<file path="config.mk">
export PLATFORM = sky130hd
export DESIGN_NAME = nclic_dispatcher
export DESIGN_NICKNAME = d
export VERILOG_FILES = /design/src/rtl/types_pkg.sv /design/src/rtl/nclic_prio_stack.sv /design/src/rtl/nclic_dispatcher.sv
export SDC_FILE = /design/constraint.sdc
export NUM_CORES = 1
export LEC_CHECK = 0
export ABC_AREA = 1
export CAP_MARGIN = 40
export CORE_MARGIN = 3
export CORE_UTILIZATION = 54
export CTS_CLUSTER_DIAMETER = 120
export DETAILED_ROUTE_END_ITERATION = 6
export PLACE_DENSITY = 0.8
export SLEW_MARGIN = 20
export SYNTH_ARGS = -nofsm -noshare
export SYNTH_HDL_FRONTEND = slang
export SYNTH_SLANG_ARGS = --single-unit
</file>
<file path="constraint.sdc">
create_clock -name clk -period 12.8 [get_ports clk]
set_input_delay 3.84 -clock clk [delete_from_list [all_inputs] [get_ports clk]]
set_output_delay 3.84 -clock clk [all_outputs]
set_load 0.005 [all_outputs]
</file>
<file path="src/rtl/types_pkg.sv">
// Shared NCLIC types: interrupt config word, index/priority widths, dispatcher state.
// Latency: n/a (types and constants only).
// Backpressure: n/a.
package types_pkg;

  localparam int Priorities = 8;
  localparam int IntAmount  = 8;
  localparam int NestDepth  = Priorities - 1;
  localparam int DepthW     = $clog2(Priorities) + 1;

  typedef logic [$clog2(Priorities)-1:0] IntPrio;
  typedef logic [$clog2(IntAmount)-1:0]  IntIdx;

  typedef struct packed {
    IntPrio prio;
    logic   enabled;
    logic   pending;
  } int_config_t;

  typedef enum logic [1:0] {
    IDLE   = 2'd0,
    OFFER  = 2'd1,
    COMMIT = 2'd2
  } dispatch_state_t;

  // Result of one selection scan.
  typedef struct packed {
    logic   vld;
    IntIdx  idx;
    IntPrio prio;
  } cand_t;

endpackage

</file>
<file path="src/rtl/nclic_prio_stack.sv">
// Priority LIFO recording the preemption threshold of each nested trap level.
// Latency: push/pop take effect at the clock edge; top/depth/empty/full are registered state.
// Backpressure: none; push+pop together replaces the top, push when full is dropped.
// Ports: clk, rst (async, active-high), push, pop, din -> top, depth, empty, full.
module nclic_prio_stack import types_pkg::*; #(
  parameter int Depth = NestDepth,
  parameter int DW    = DepthW
) (
  input  logic          clk,
  input  logic          rst,
  input  logic          push,
  input  logic          pop,
  input  IntPrio        din,
  output IntPrio        top,
  output logic [DW-1:0] depth,
  output logic          empty,
  output logic          full
);

  localparam int IW = $clog2(Depth);

  IntPrio        mem [Depth];
  logic [DW-1:0] cnt;

  assign empty = (cnt == '0);
  assign full  = (cnt == DW'(Depth));
  assign depth = cnt;
  assign top   = empty ? '0 : mem[IW'(cnt - 1'b1)];

  always_ff @(posedge clk or posedge rst) begin
    if (rst) begin
      cnt <= '0;
      for (int i = 0; i < Depth; i++) mem[i] <= '0;
    end else if (push && pop && !empty) begin
      // Pop then push: depth unchanged, top overwritten.
      mem[IW'(cnt - 1'b1)] <= din;
    end else if (push && !full) begin
      mem[IW'(cnt)] <= din;
      cnt           <= cnt + 1'b1;
    end else if (pop && !empty) begin
      cnt <= cnt - 1'b1;
    end
  end

  // Pushed priorities strictly increase, so a push into a full stack is a design bug.
  a_no_overflow: assert property (@(posedge clk) disable iff (rst) !(push && !pop && full));

endmodule

</file>
<file path="src/rtl/nclic_dispatcher.sv">
// Picks the highest-priority pending+enabled interrupt above the current threshold and offers it to the core.
// Latency: offer registered 1 cycle after eligibility; clear pulse in the cycle after the handshake.
// Backpressure: offer held stable (no withdraw/re-select) until irq_ready_i; mret_i accepted any cycle.
// Ports: int_cfg_i (per-line cfg), irq_valid_o/irq_idx_o/irq_ready_i (offer handshake), mret_i,
//        clr_pending_o (one-hot clear), cur_prio_o/depth_o (nesting state), err_o (sticky underflow).
// Sizing (IntAmount, Priorities) comes from types_pkg.
module nclic_dispatcher import types_pkg::*; (
  input  logic                             clk,
  input  logic                             reset,
  input  int_config_t [IntAmount-1:0]      int_cfg_i,
  output logic                             irq_valid_o,
  output IntIdx                            irq_idx_o,
  input  logic                             irq_ready_i,
  input  logic                             mret_i,
  output logic        [IntAmount-1:0]      clr_pending_o,
  output IntPrio                           cur_prio_o,
  output logic        [DepthW-1:0]         depth_o,
  output logic                             err_o
);

  dispatch_state_t state, state_nxt;
  IntIdx           lat_idx;
  IntPrio          lat_prio;
  cand_t           cand;
  logic            push;
  logic            stk_empty;
  logic            stk_full;

  // Strict '>' on both comparisons: lines at or below the threshold are
  // ineligible, and equal-priority ties keep the lowest index.
  function automatic cand_t select_cand(input int_config_t [IntAmount-1:0] cfg,
                                        input IntPrio thr);
    cand_t c;
    c = '0;
    for (int i = 0; i < IntAmount; i++) begin
      if (cfg[i].pending && cfg[i].enabled && (cfg[i].prio > thr) &&
          (!c.vld || (cfg[i].prio > c.prio))) begin
        c.vld  = 1'b1;
        c.idx  = IntIdx'(i);
        c.prio = cfg[i].prio;
      end
    end
    return c;
  endfunction

  assign cand = select_cand(int_cfg_i, cur_prio_o);
  assign push = (state == OFFER) && irq_ready_i;

  always_comb begin
    state_nxt     = state;
    irq_valid_o   = 1'b0;
    clr_pending_o = '0;
    unique case (state)
      IDLE:   if (cand.vld) state_nxt = OFFER;
      OFFER: begin
        irq_valid_o = 1'b1;
        if (irq_ready_i) state_nxt = COMMIT;
      end
      COMMIT: begin
        clr_pending_o[lat_idx] = 1'b1;
        state_nxt              = IDLE;
      end
      default: state_nxt = IDLE;
    endcase
  end

  always_ff @(posedge clk or posedge reset) begin
    if (reset) begin
      state    <= IDLE;
      lat_idx  <= '0;
      lat_prio <= '0;
      err_o    <= 1'b0;
    end else begin
      state <= state_nxt;
      if (state == IDLE && cand.vld) begin
        lat_idx  <= cand.idx;
        lat_prio <= cand.prio;
      end
      if (mret_i && stk_empty) err_o <= 1'b1;
    end
  end

  assign irq_idx_o = lat_idx;

  nclic_prio_stack #(
    .Depth (NestDepth),
    .DW    (DepthW)
  ) u_stack (
    .clk   (clk),
    .rst   (reset),
    .push  (push),
    .pop   (mret_i),
    .din   (lat_prio),
    .top   (cur_prio_o),
    .depth (depth_o),
    .empty (stk_empty),
    .full  (stk_full)
  );

  // Full is only observed by the stack's own overflow check.
  logic unused_full;
  assign unused_full = stk_full;

endmodule

</file>
==> results of run 1 <==
[area by class of cell]
class,instances,area [sq um]
Fill cell,500,1650
Inverter,75,284
Clock buffer,6,82.6
Clock inverter,2,12.5
Tap cell,75,93.8
Multi-Input combinational cell,377,2360
Timing Repair Buffer,70,688
Sequential cell,34,851
[metrics by stage]
stage | util | hold slack [ns] | std cells | area (sq um)
finish | 0.726 | 0.475 | 639 | 4370
global route | 0.726 | 0.511 | 639 | 4370
CTS | 0.705 | 0.479 | 634 | 4250
detailed placement | 0.689 | 0.453 | 626 | 4150
global placement | 0.689 | 0.449 | 626 | 4150
floorplan | - | 0.442 | 490 | 3440
[cells by family after synthesis]
family / Yosys count / synth area share
multiplexers: 3 / 0.00983
AND/OR/NAND/NOR: 244 / 0.314
buffers and inverters: 79 / 0.0903
adder cells (fa/ha/maj): 47 / 0.171
flip-flops: 34 / 0.248
AO/OA/AOI/OAI: 79 / 0.152
XOR/XNOR: 4 / 0.0157
[layout by cell type (no fill, tap or decap), types with 4 or more instances in the layout]
cell type / Yosys / layout
nand2_2: 6 / 9
ha_1: 47 / 43
clkdlybuf4s50_1: 0 / 61
nand2_1: 132 / 128
inv_2: 9 / 11
nor2_1: 38 / 37
and2_1: 6 / 6
o21ai_1: 3 / 7
ha_4: 0 / 4
buf_4: 1 / 7
o22ai_2: 4 / 4
o22ai_1: 4 / 4
nor2_2: 6 / 7
nand3_1: 44 / 44
dfrtp_1: 34 / 34
a21oi_1: 18 / 16
o21ai_0: 35 / 30
inv_1: 65 / 63
clkbuf_8: 0 / 6
[worst register-to-register path, delay by kind of cell, from the launching register on]
family | cells | cell delay (ns)
fa+ha+maj | 9 | 2.71
compound gates | 13 | 1.44
flops | 1 | 0.64
simple gates | 47 | 4.93
buf+inv | 6 | 0.54
xor+xnor | 1 | 0.24
[synthesized netlist by cell type, drive strengths merged, types with 2 or more instances]
cell | count | area [sq um]
a221oi | 2 | 17.5
o21ai | 38 | 190
ha | 47 | 588
a211oi | 2 | 15.0
nand3 | 45 | 230
a21oi | 20 | 108
and2 | 6 | 37.5
nor2 | 46 | 203
a311oi | 2 | 17.5
xor2 | 3 | 45.1
o22ai | 9 | 95.1
or2 | 2 | 12.5
nand2 | 139 | 544
inv | 75 | 284
buf | 3 | 22.5
nand3b | 2 | 15.0
mux2 | 3 | 33.8
dfrtp | 34 | 851
[flip-flops by register name, summed over array words and instances, names as in the netlist]
signal / cells
err_o: 1
lat_prio: 3
u_stack.depth: 4
u_stack.mem: 21
irq_idx_o: 3
state: 2
[what timing repair did]
| action | 4_1_cts | 5_1_grt |
|---|---|---|
| setup buffers | 0 | 5 |
| hold buffers | 0 | 0 |
| resized for setup | 0 | 23 |
| setup endpoints to repair | 0 | 6 |
[metal layers]
| metal | up-vias | wire (um) |
|---|---|---|
| met5 | - | 0 |
| met1 | 1522 | 3800 |
| li1 | 1752 | - |
| met2 | 111 | 3980 |
| met4 | 0 | 52 |
| met3 | 6 | 506 |
[final timing paths]
check	start	to	slack, ns	cells past startpoint
setup / recovery	int_cfg_i[2]	lat_prio[2]	0.85	68
hold / removal	err_o	err_o	0.47	1
setup reg to reg	u_stack.depth[0]	lat_prio[2]	2.22	76
hold reg to reg	err_o	err_o	0.47	1
max in group asynchronous	reset	u_stack.mem[5]	8.56	3
min in group asynchronous	reset	u_stack.mem[15]	3.94	3
==> run_results.csv, run 1 <==
group,metric,value,unit
clocking,cts_tree,"yes",
logic_synthesis,yosysSeqAreaShare,0.248,
logic_synthesis,postSynthCellCount,490,
sta,finalCritPeriodShare,0.933,
logic_synthesis,synth_area_per_cell,7.01,sq um
logic_synthesis,ys_types,45,
sta,timing.fmax,0.0837,GHz
grt,first_global_vias,3239,
route,dr.pass1.iters,5,
die,die-width,85.8,um
die,rows,28,
placed_design,place.port_buffers,63,
clocking,clock_latency,0.29,ns
grt,grt_pass1_wl,14100,um
run,maxCapViolations,0,
clocking,cts-buffers-inserted,5,
die,dieArea,7360,sq um
sta,fin_crit,11.95,ns
logic_synthesis,yosys_register_bits,34,
grt,grt_util_met3,0.0346,
setup_path,cp_data_arrival_time,12.13,ns
setup_path,worst_path_most_repeated_cell,"nand2_1",
setup_path,required,12.98,ns
layout,final_nets,654,
grt,antenna_found_initial,0,
setup_path,path_buf_inv,6,
grt,gr-total-overflow,0,
layout,drive_gt1_frac,0.121,
clocking,h-tree-depth,2,
route,vias_per_cell,5.31,
setup_path,cp-end-kind,"register",
sta,setup_viol,0,
logic_synthesis,synth_edf_count,0,
sta,relSlewSlack,0.642,
setup_path,cp-start-kind,"input port",
setup_path,crit_family,"simple AND/OR/NAND/NOR gates",
die,initial_utilization,0.570,
placed_design,gp_routability_congestion,0.873,
setup_path,max_stage_delay,0.45,ns
placed_design,pre_cts_ws,0.141,ns
logic_synthesis,synthArstFlopShare,1.00,
setup_path,path_max_fanout,8,
die,core,6030,sq um
clocking,cts-root-buf,"clkbuf_8",
route,drtIter0Drc,154,
die,fp.dieH,85.8,um
logic_synthesis,syn-num-nets,581,
route,drc,0,
sta,clock_skew,0.00324,ns
die,ios,64,
route,wl,8330,um
clocking,clkSlewWorstSetupHoldPaths,0.07,ns
clocking,clockBufferDepth,2,
logic_synthesis,syn_area,3440,sq um
sta,slew_viol_final,0,
sta,worstMarginPinSlew,0.536,ns
sta,fin_tns_setup,0,ns
logic_synthesis,ys.flop_type,"dfrtp_1",
placed_design,dp_hpwl,6760,um
logic_synthesis,ys_warn_count,0,
route,drt-wirelength-per-cell,13.0,um
worst_hold_path,hp-class,"register to register",
route,vias,3391,
sta,finalHoldViolCount,0,
grt,use_met2,0.405,
layout,n_antenna_cell,0,
clocking,clkSinkCount,34,
grt,grt_util_met1,0.310,
layout,area_delta_synth_final,27.3,%
setup_path,path_class,"input port to register",
route,ant_nets,0,
grt,grt_max_degree,35,
setup_path,critPathSlowestCell,"clkdlybuf4s50_1",
grt,top_usage_layer,"met2",
sta,setup_slack,0.852,ns
outcome,status,"completed",
grt,track_usage,0.233,
Power of run 1 is left out: the tool's default activity adds up to more than one toggle a clock period on the data nets, which glitch-free logic cannot reach.
==> inputs of run 2 (changes only) <==
--- a/config.mk
+++ b/config.mk
@@ -6,12 +6,11 @@
 export NUM_CORES = 1
 export LEC_CHECK = 0
 export ABC_AREA = 1
-export CAP_MARGIN = 40
-export CORE_MARGIN = 3
 export CORE_UTILIZATION = 54
 export CTS_CLUSTER_DIAMETER = 120
 export DETAILED_ROUTE_END_ITERATION = 6
 export PLACE_DENSITY = 0.8
+export RECOVER_POWER = 100
 export SLEW_MARGIN = 20
 export SYNTH_ARGS = -nofsm -noshare
 export SYNTH_HDL_FRONTEND = slang
==> run 2 against run 1 <==
The run now ends with capacitance limit, slew limit left. Critical path depth unchanged. Sequential share of layout area up 0.36 points. Routed wire length up 4.5%. Clock-buffer cell count unchanged. Die area down 9.1%. Register-to-register slack worse by 0.55 ns. Clock skew up 0.0026 ns. Sequential cell count unchanged. Final area down 1.8%. Critical endpoint unchanged. Highest routed layer unchanged.
==> run_results.csv, run 2 (same netlist as run 1, synthesis figures left out) <==
group,metric,value,unit
outcome,status,"finished with violations",
outcome,failed_checks,"capacitance limit, slew limit",
setup_path,path_max_fanout,7,
clocking,clkSinkCount,34,
layout,largest_reg_flops,21,
die,fp.dieH,81.8,um
route,ant_nets,0,
placed_design,gp_routability_congestion,0.920,
clocking,h-tree-depth,2,
die,core,6030,sq um
die,die-width,81.8,um
grt,antenna_found_initial,0,
layout,design_area,4290,sq um
sta,fin_crit,12.19,ns
setup_path,critPathLaunch,"int_cfg_i[2]",
layout,regArea,851,sq um
setup_path,r2r_cells,76,
worst_hold_path,hp-class,"register to register",
setup_path,cp-start-kind,"input port",
setup_path,r2r_start,"u_stack.depth[0]",
clocking,postCtsHoldBufs,0,
route,met2_length,4320,um
grt,gr-total-overflow,0,
layout,final_nets,653,
sta,worstMarginPinSlew,1.79,ns
setup_path,max_stage_delay,0.45,ns
clocking,cts_tree,"yes",
sta,fin_tns_setup,0,ns
route,vias_per_cell,5.50,
sta,timing.fmax,0.0821,GHz
placed_design,placed_area,4150,sq um
die,rows,28,
die,ios,64,
run,maxCapViolations,1,
clocking,cts-root-buf,"clkbuf_8",
route,drtIter0Drc,169,
layout,final_common_cell,"nand2_1",
route,dr.pass1.iters,5,
route,wl,8710,um
route,dr_wl_met3,406,um
layout,n_antenna_cell,0,
clocking,cts-buffers-inserted,5,
route,drt-wirelength-per-cell,13.7,um
route,wirelength_met1,3870,um
sta,setup_viol,0,
die,initial_utilization,0.570,
route,drc,0,
sta,finalCritPeriodShare,0.952,
layout,area_delta_synth_final,24.9,%
layout,final_util,0.713,
setup_path,path_class,"input port to register",
sta,holdWs,0.469,ns
placed_design,dp_hpwl,6860,um
grt,first_global_vias,3469,
layout,largest-register,"u_stack.mem",
layout,drive_gt1_frac,0.0961,
setup_path,required,12.97,ns
route,top_layer,"met4",
setup_path,worst_path_most_repeated_cell,"nand2_1",
setup_path,r2r_slack,1.67,ns
grt,grt_max_degree,35,
clocking,clkSlewWorstSetupHoldPaths,0.07,ns
setup_path,cp_data_arrival_time,12.35,ns
die,dieArea,6690,sq um
sta,slew_viol_final,35,
sta,clock_skew,0.00583,ns
clocking,clockBufferDepth,2,
layout,layout_common_cells,"nand2_1, inv_1, nand3_1, ha_1, clkdlybuf4s50_1",
grt,grt_pass1_wl,14700,um
route,vias,3502,
grt,track_usage,0.282,
placed_design,place.port_buffers,63,
layout,multi_input_area,2280,sq um
setup_path,worstSetupEndpoint,"lat_prio[2]",
layout,fill_cells,509,
clocking,clock_latency,0.28,ns
setup_path,r2r_end,"lat_prio[2]",
setup_path,cp-end-kind,"register",
sta,relSlewSlack,-0.194,
sta,finalHoldViolCount,0,
setup_path,critPathSlowestCell,"clkdlybuf4s50_1",
-- run 2: cell count changes in the layout (fill, tap and decap cells not counted), sizes merged, moves of 2 or more --
cell           delta
clkbuf            +2
buf               -3
clkdlybuf4s50    -21
dlygate4sd3      +21
-- run 2: final cells by class --
type                    count  area share
clock buffers               6      0.0192
clock inverters             1     0.00699
inverters                  75      0.0661
multi-input cells         377       0.531
flip-flops and latches     34       0.198
well taps                  75      0.0219
repair buffers             69       0.157
-- run 2: what timing repair did --
| item | in CTS | in global routing |
|---|---|---|
| buffers inserted | 0 | 4 |
| gates resized for setup | 0 | 26 |
| endpoints found under the setup margin | 0 | 6 |
-- run 2: how the worst min path moves through the flow --
stage                           to  cells after the start      startpoint
global placement             err_o                      1           err_o
floorplan           u_stack.mem[0]                      2  u_stack.mem[0]
global route                 err_o                      1           err_o
CTS                          err_o                      1           err_o
finish                       err_o                      1           err_o
detailed placement           err_o                      1           err_o
-- run 2: worst max-delay path: cells and delay by family --
kind,cells,cell delay (ns)
fa+ha+maj,8,2.30
compound gates,12,1.46
simple gates,42,3.97
buf+inv,6,0.79
-- run 2: per-layer routing --
layer,global-route usage,vias up
met5,0,-
li1,-,1753
met3,0.0456,12
met2,0.499,95
met1,0.353,1642
met4,0.0737,0
-- run 2: through the flow --
| step | worst slack [ns] | instances |
|---|---|---|
| 2_1_floorplan | 1.59 | 490 |
| 3_3_place_gp | 0.415 | 626 |
| 3_5_place_dp | -0.0329 | 626 |
| 4_1_cts | 0.197 | 633 |
| 5_1_grt | -0.133 | 637 |
| 6_report | 0.613 | 637 |
Power of run 2 is left out for the same reason.
==> inputs of run 3 (changes only) <==
--- a/config.mk
+++ b/config.mk
@@ -6,6 +6,7 @@
 export NUM_CORES = 1
 export LEC_CHECK = 0
 export ABC_AREA = 1
+export CORE_MARGIN = 5
 export CORE_UTILIZATION = 54
 export CTS_CLUSTER_DIAMETER = 120
 export DETAILED_ROUTE_END_ITERATION = 6
==> run 3 against run 2 <==
The run still ends with capacitance limit, slew limit left. Non-clock buffer count is 1 lower. Setup slack got worse by 0.019 ns. Clock-buffer cell count did not move. Die area rose by 21%. First-iteration DRC count up 26%. Cell count is 0.31% higher. Critical path type unchanged.
==> run_results.csv, run 3 (same netlist as run 1, synthesis figures left out) <==
group,metric,value,unit
outcome,status,"finished with violations",
outcome,failed_checks,"capacitance limit, slew limit",
setup_path,worst_path_most_repeated_cell,"nand2_1",
route,vias_per_cell,5.46,
sta,relSlewSlack,-0.184,
sta,slew_viol_final,35,
clocking,clock_latency,0.29,ns
clocking,clockBufferDepth,2,
layout,largest_reg_flops,21,
clocking,clkSlewWorstSetupHoldPaths,0.07,ns
clocking,postCtsHoldBufs,0,
sta,worstMarginPinSlew,1.78,ns
grt,gr-total-overflow,0,
die,ios,64,
route,vias,3487,
placed_design,pre_cts_ws,0.101,ns
layout,area_delta_synth_final,24.1,%
sta,timing.fmax,0.0819,GHz
grt,grt_pass1_wl,14400,um
sta,fin_tns_setup,0,ns
worst_hold_path,whs_path_depth,1,
route,drt-wirelength-per-cell,13.6,um
layout,final_common_cell,"nand2_1",
worst_hold_path,hp-class,"register to register",
setup_path,path_max_fanout,8,
grt,grt_max_degree,35,
clocking,cts-root-buf,"clkbuf_8",
sta,finalCritPeriodShare,0.954,
setup_path,max_stage_delay,0.45,ns
die,initial_utilization,0.548,
die,dieArea,8060,sq um
route,drc,0,
clocking,cts-buffers-inserted,5,
die,fp.dieH,89.8,um
placed_design,dp_hpwl,6960,um
layout,regArea,851,sq um
setup_path,cp_data_arrival_time,12.39,ns
setup_path,critPathSlowestCell,"clkdlybuf4s50_1",
grt,antenna_found_initial,0,
layout,fill_cells,558,
sta,finalHoldViolCount,0,
die,die-width,89.8,um
setup_path,crit_family,"simple AND/OR/NAND/NOR gates",
sta,setup_slack,0.594,ns
layout,largest-register,"u_stack.mem",
route,dr.pass1.iters,5,
layout,n_antenna_cell,0,
setup_path,cp-end-kind,"register",
setup_path,cp-start-kind,"input port",
placed_design,place.port_buffers,63,
die,rows,29,
layout,final_nets,652,
sta,clock_skew,0.00815,ns
clocking,cts_tree,"yes",
route,ant_nets,0,
run,maxCapViolations,1,
setup_path,required,12.98,ns
setup_path,path_buf_inv,7,
route,drtIter0Drc,213,
sta,setup_viol,0,
setup_path,critical_path_cell_count,68,
clocking,h-tree-depth,2,
placed_design,gp_routability_congestion,0.937,
clocking,clkSinkCount,34,
setup_path,r2r_cells,76,
layout,drive_gt1_frac,0.0979,
layout,layout_common_cells,"nand2_1, inv_1, ha_1, nand3_1, clkdlybuf4s50_1",
grt,first_global_vias,3329,
setup_path,path_class,"input port to register",
layout,multi_input_area,2270,sq um
die,core,6280,sq um
grt,track_usage,0.207,
sta,fin_crit,12.21,ns
route,wl,8680,um
## run 3: timing repair
action	4_1_cts	5_1_grt
gates resized for setup	0	28
setup endpoints to repair	0	6
buffers inserted	0	3
## run 3: worst register-to-register path: cells and delay by family (launching register included)
family | cells | cell delay, ns
simple gates | 46 | 4.99
fa+ha+maj | 9 | 2.64
flops | 1 | 0.61
buf+inv | 7 | 0.75
xor+xnor | 1 | 0.44
compound gates | 13 | 1.55
## run 3: stage by stage
step | instances | utilization | area (sq um) | hold WS (ns)
floorplan | 490 | - | 3440 | 0.442
global placement | 628 | 0.662 | 4150 | 0.441
detailed placement | 628 | 0.662 | 4150 | 0.455
CTS | 636 | 0.677 | 4250 | 0.472
global route | 639 | 0.679 | 4260 | 0.483
finish | 639 | 0.679 | 4260 | 0.465
## run 3: layout make-up
class                      count  area share
timing repair buffer          68       0.157
clock inverter                 2     0.00293
clock buffer                   6      0.0194
multi-input combinational    377       0.532
sequential                    34       0.200
inverter                      75      0.0666
tap                           77      0.0226
## run 3: worst paths after layout
check / from / slack, ns / to
worst max register to register: u_stack.depth[0] / 1.73 / lat_prio[1]
max in group asynchronous: reset / 7.15 / u_stack.mem[8]
worst min register to register: err_o / 0.47 / err_o
min in group asynchronous: reset / 4.61 / irq_idx_o[2]
worst max-delay path: int_cfg_i[2] / 0.59 / lat_prio[1]
worst min-delay path: err_o / 0.47 / err_o
## run 3: per-layer routing
| layer | track usage | wire, um |
|---|---|---|
| met2 | 0.346 | 4190 |
| met1 | 0.272 | 3920 |
| met5 | 0 | 0 |
| met4 | 0.0579 | 125 |
| met3 | 0.0384 | 451 |
Power of run 3 is left out for the same reason.
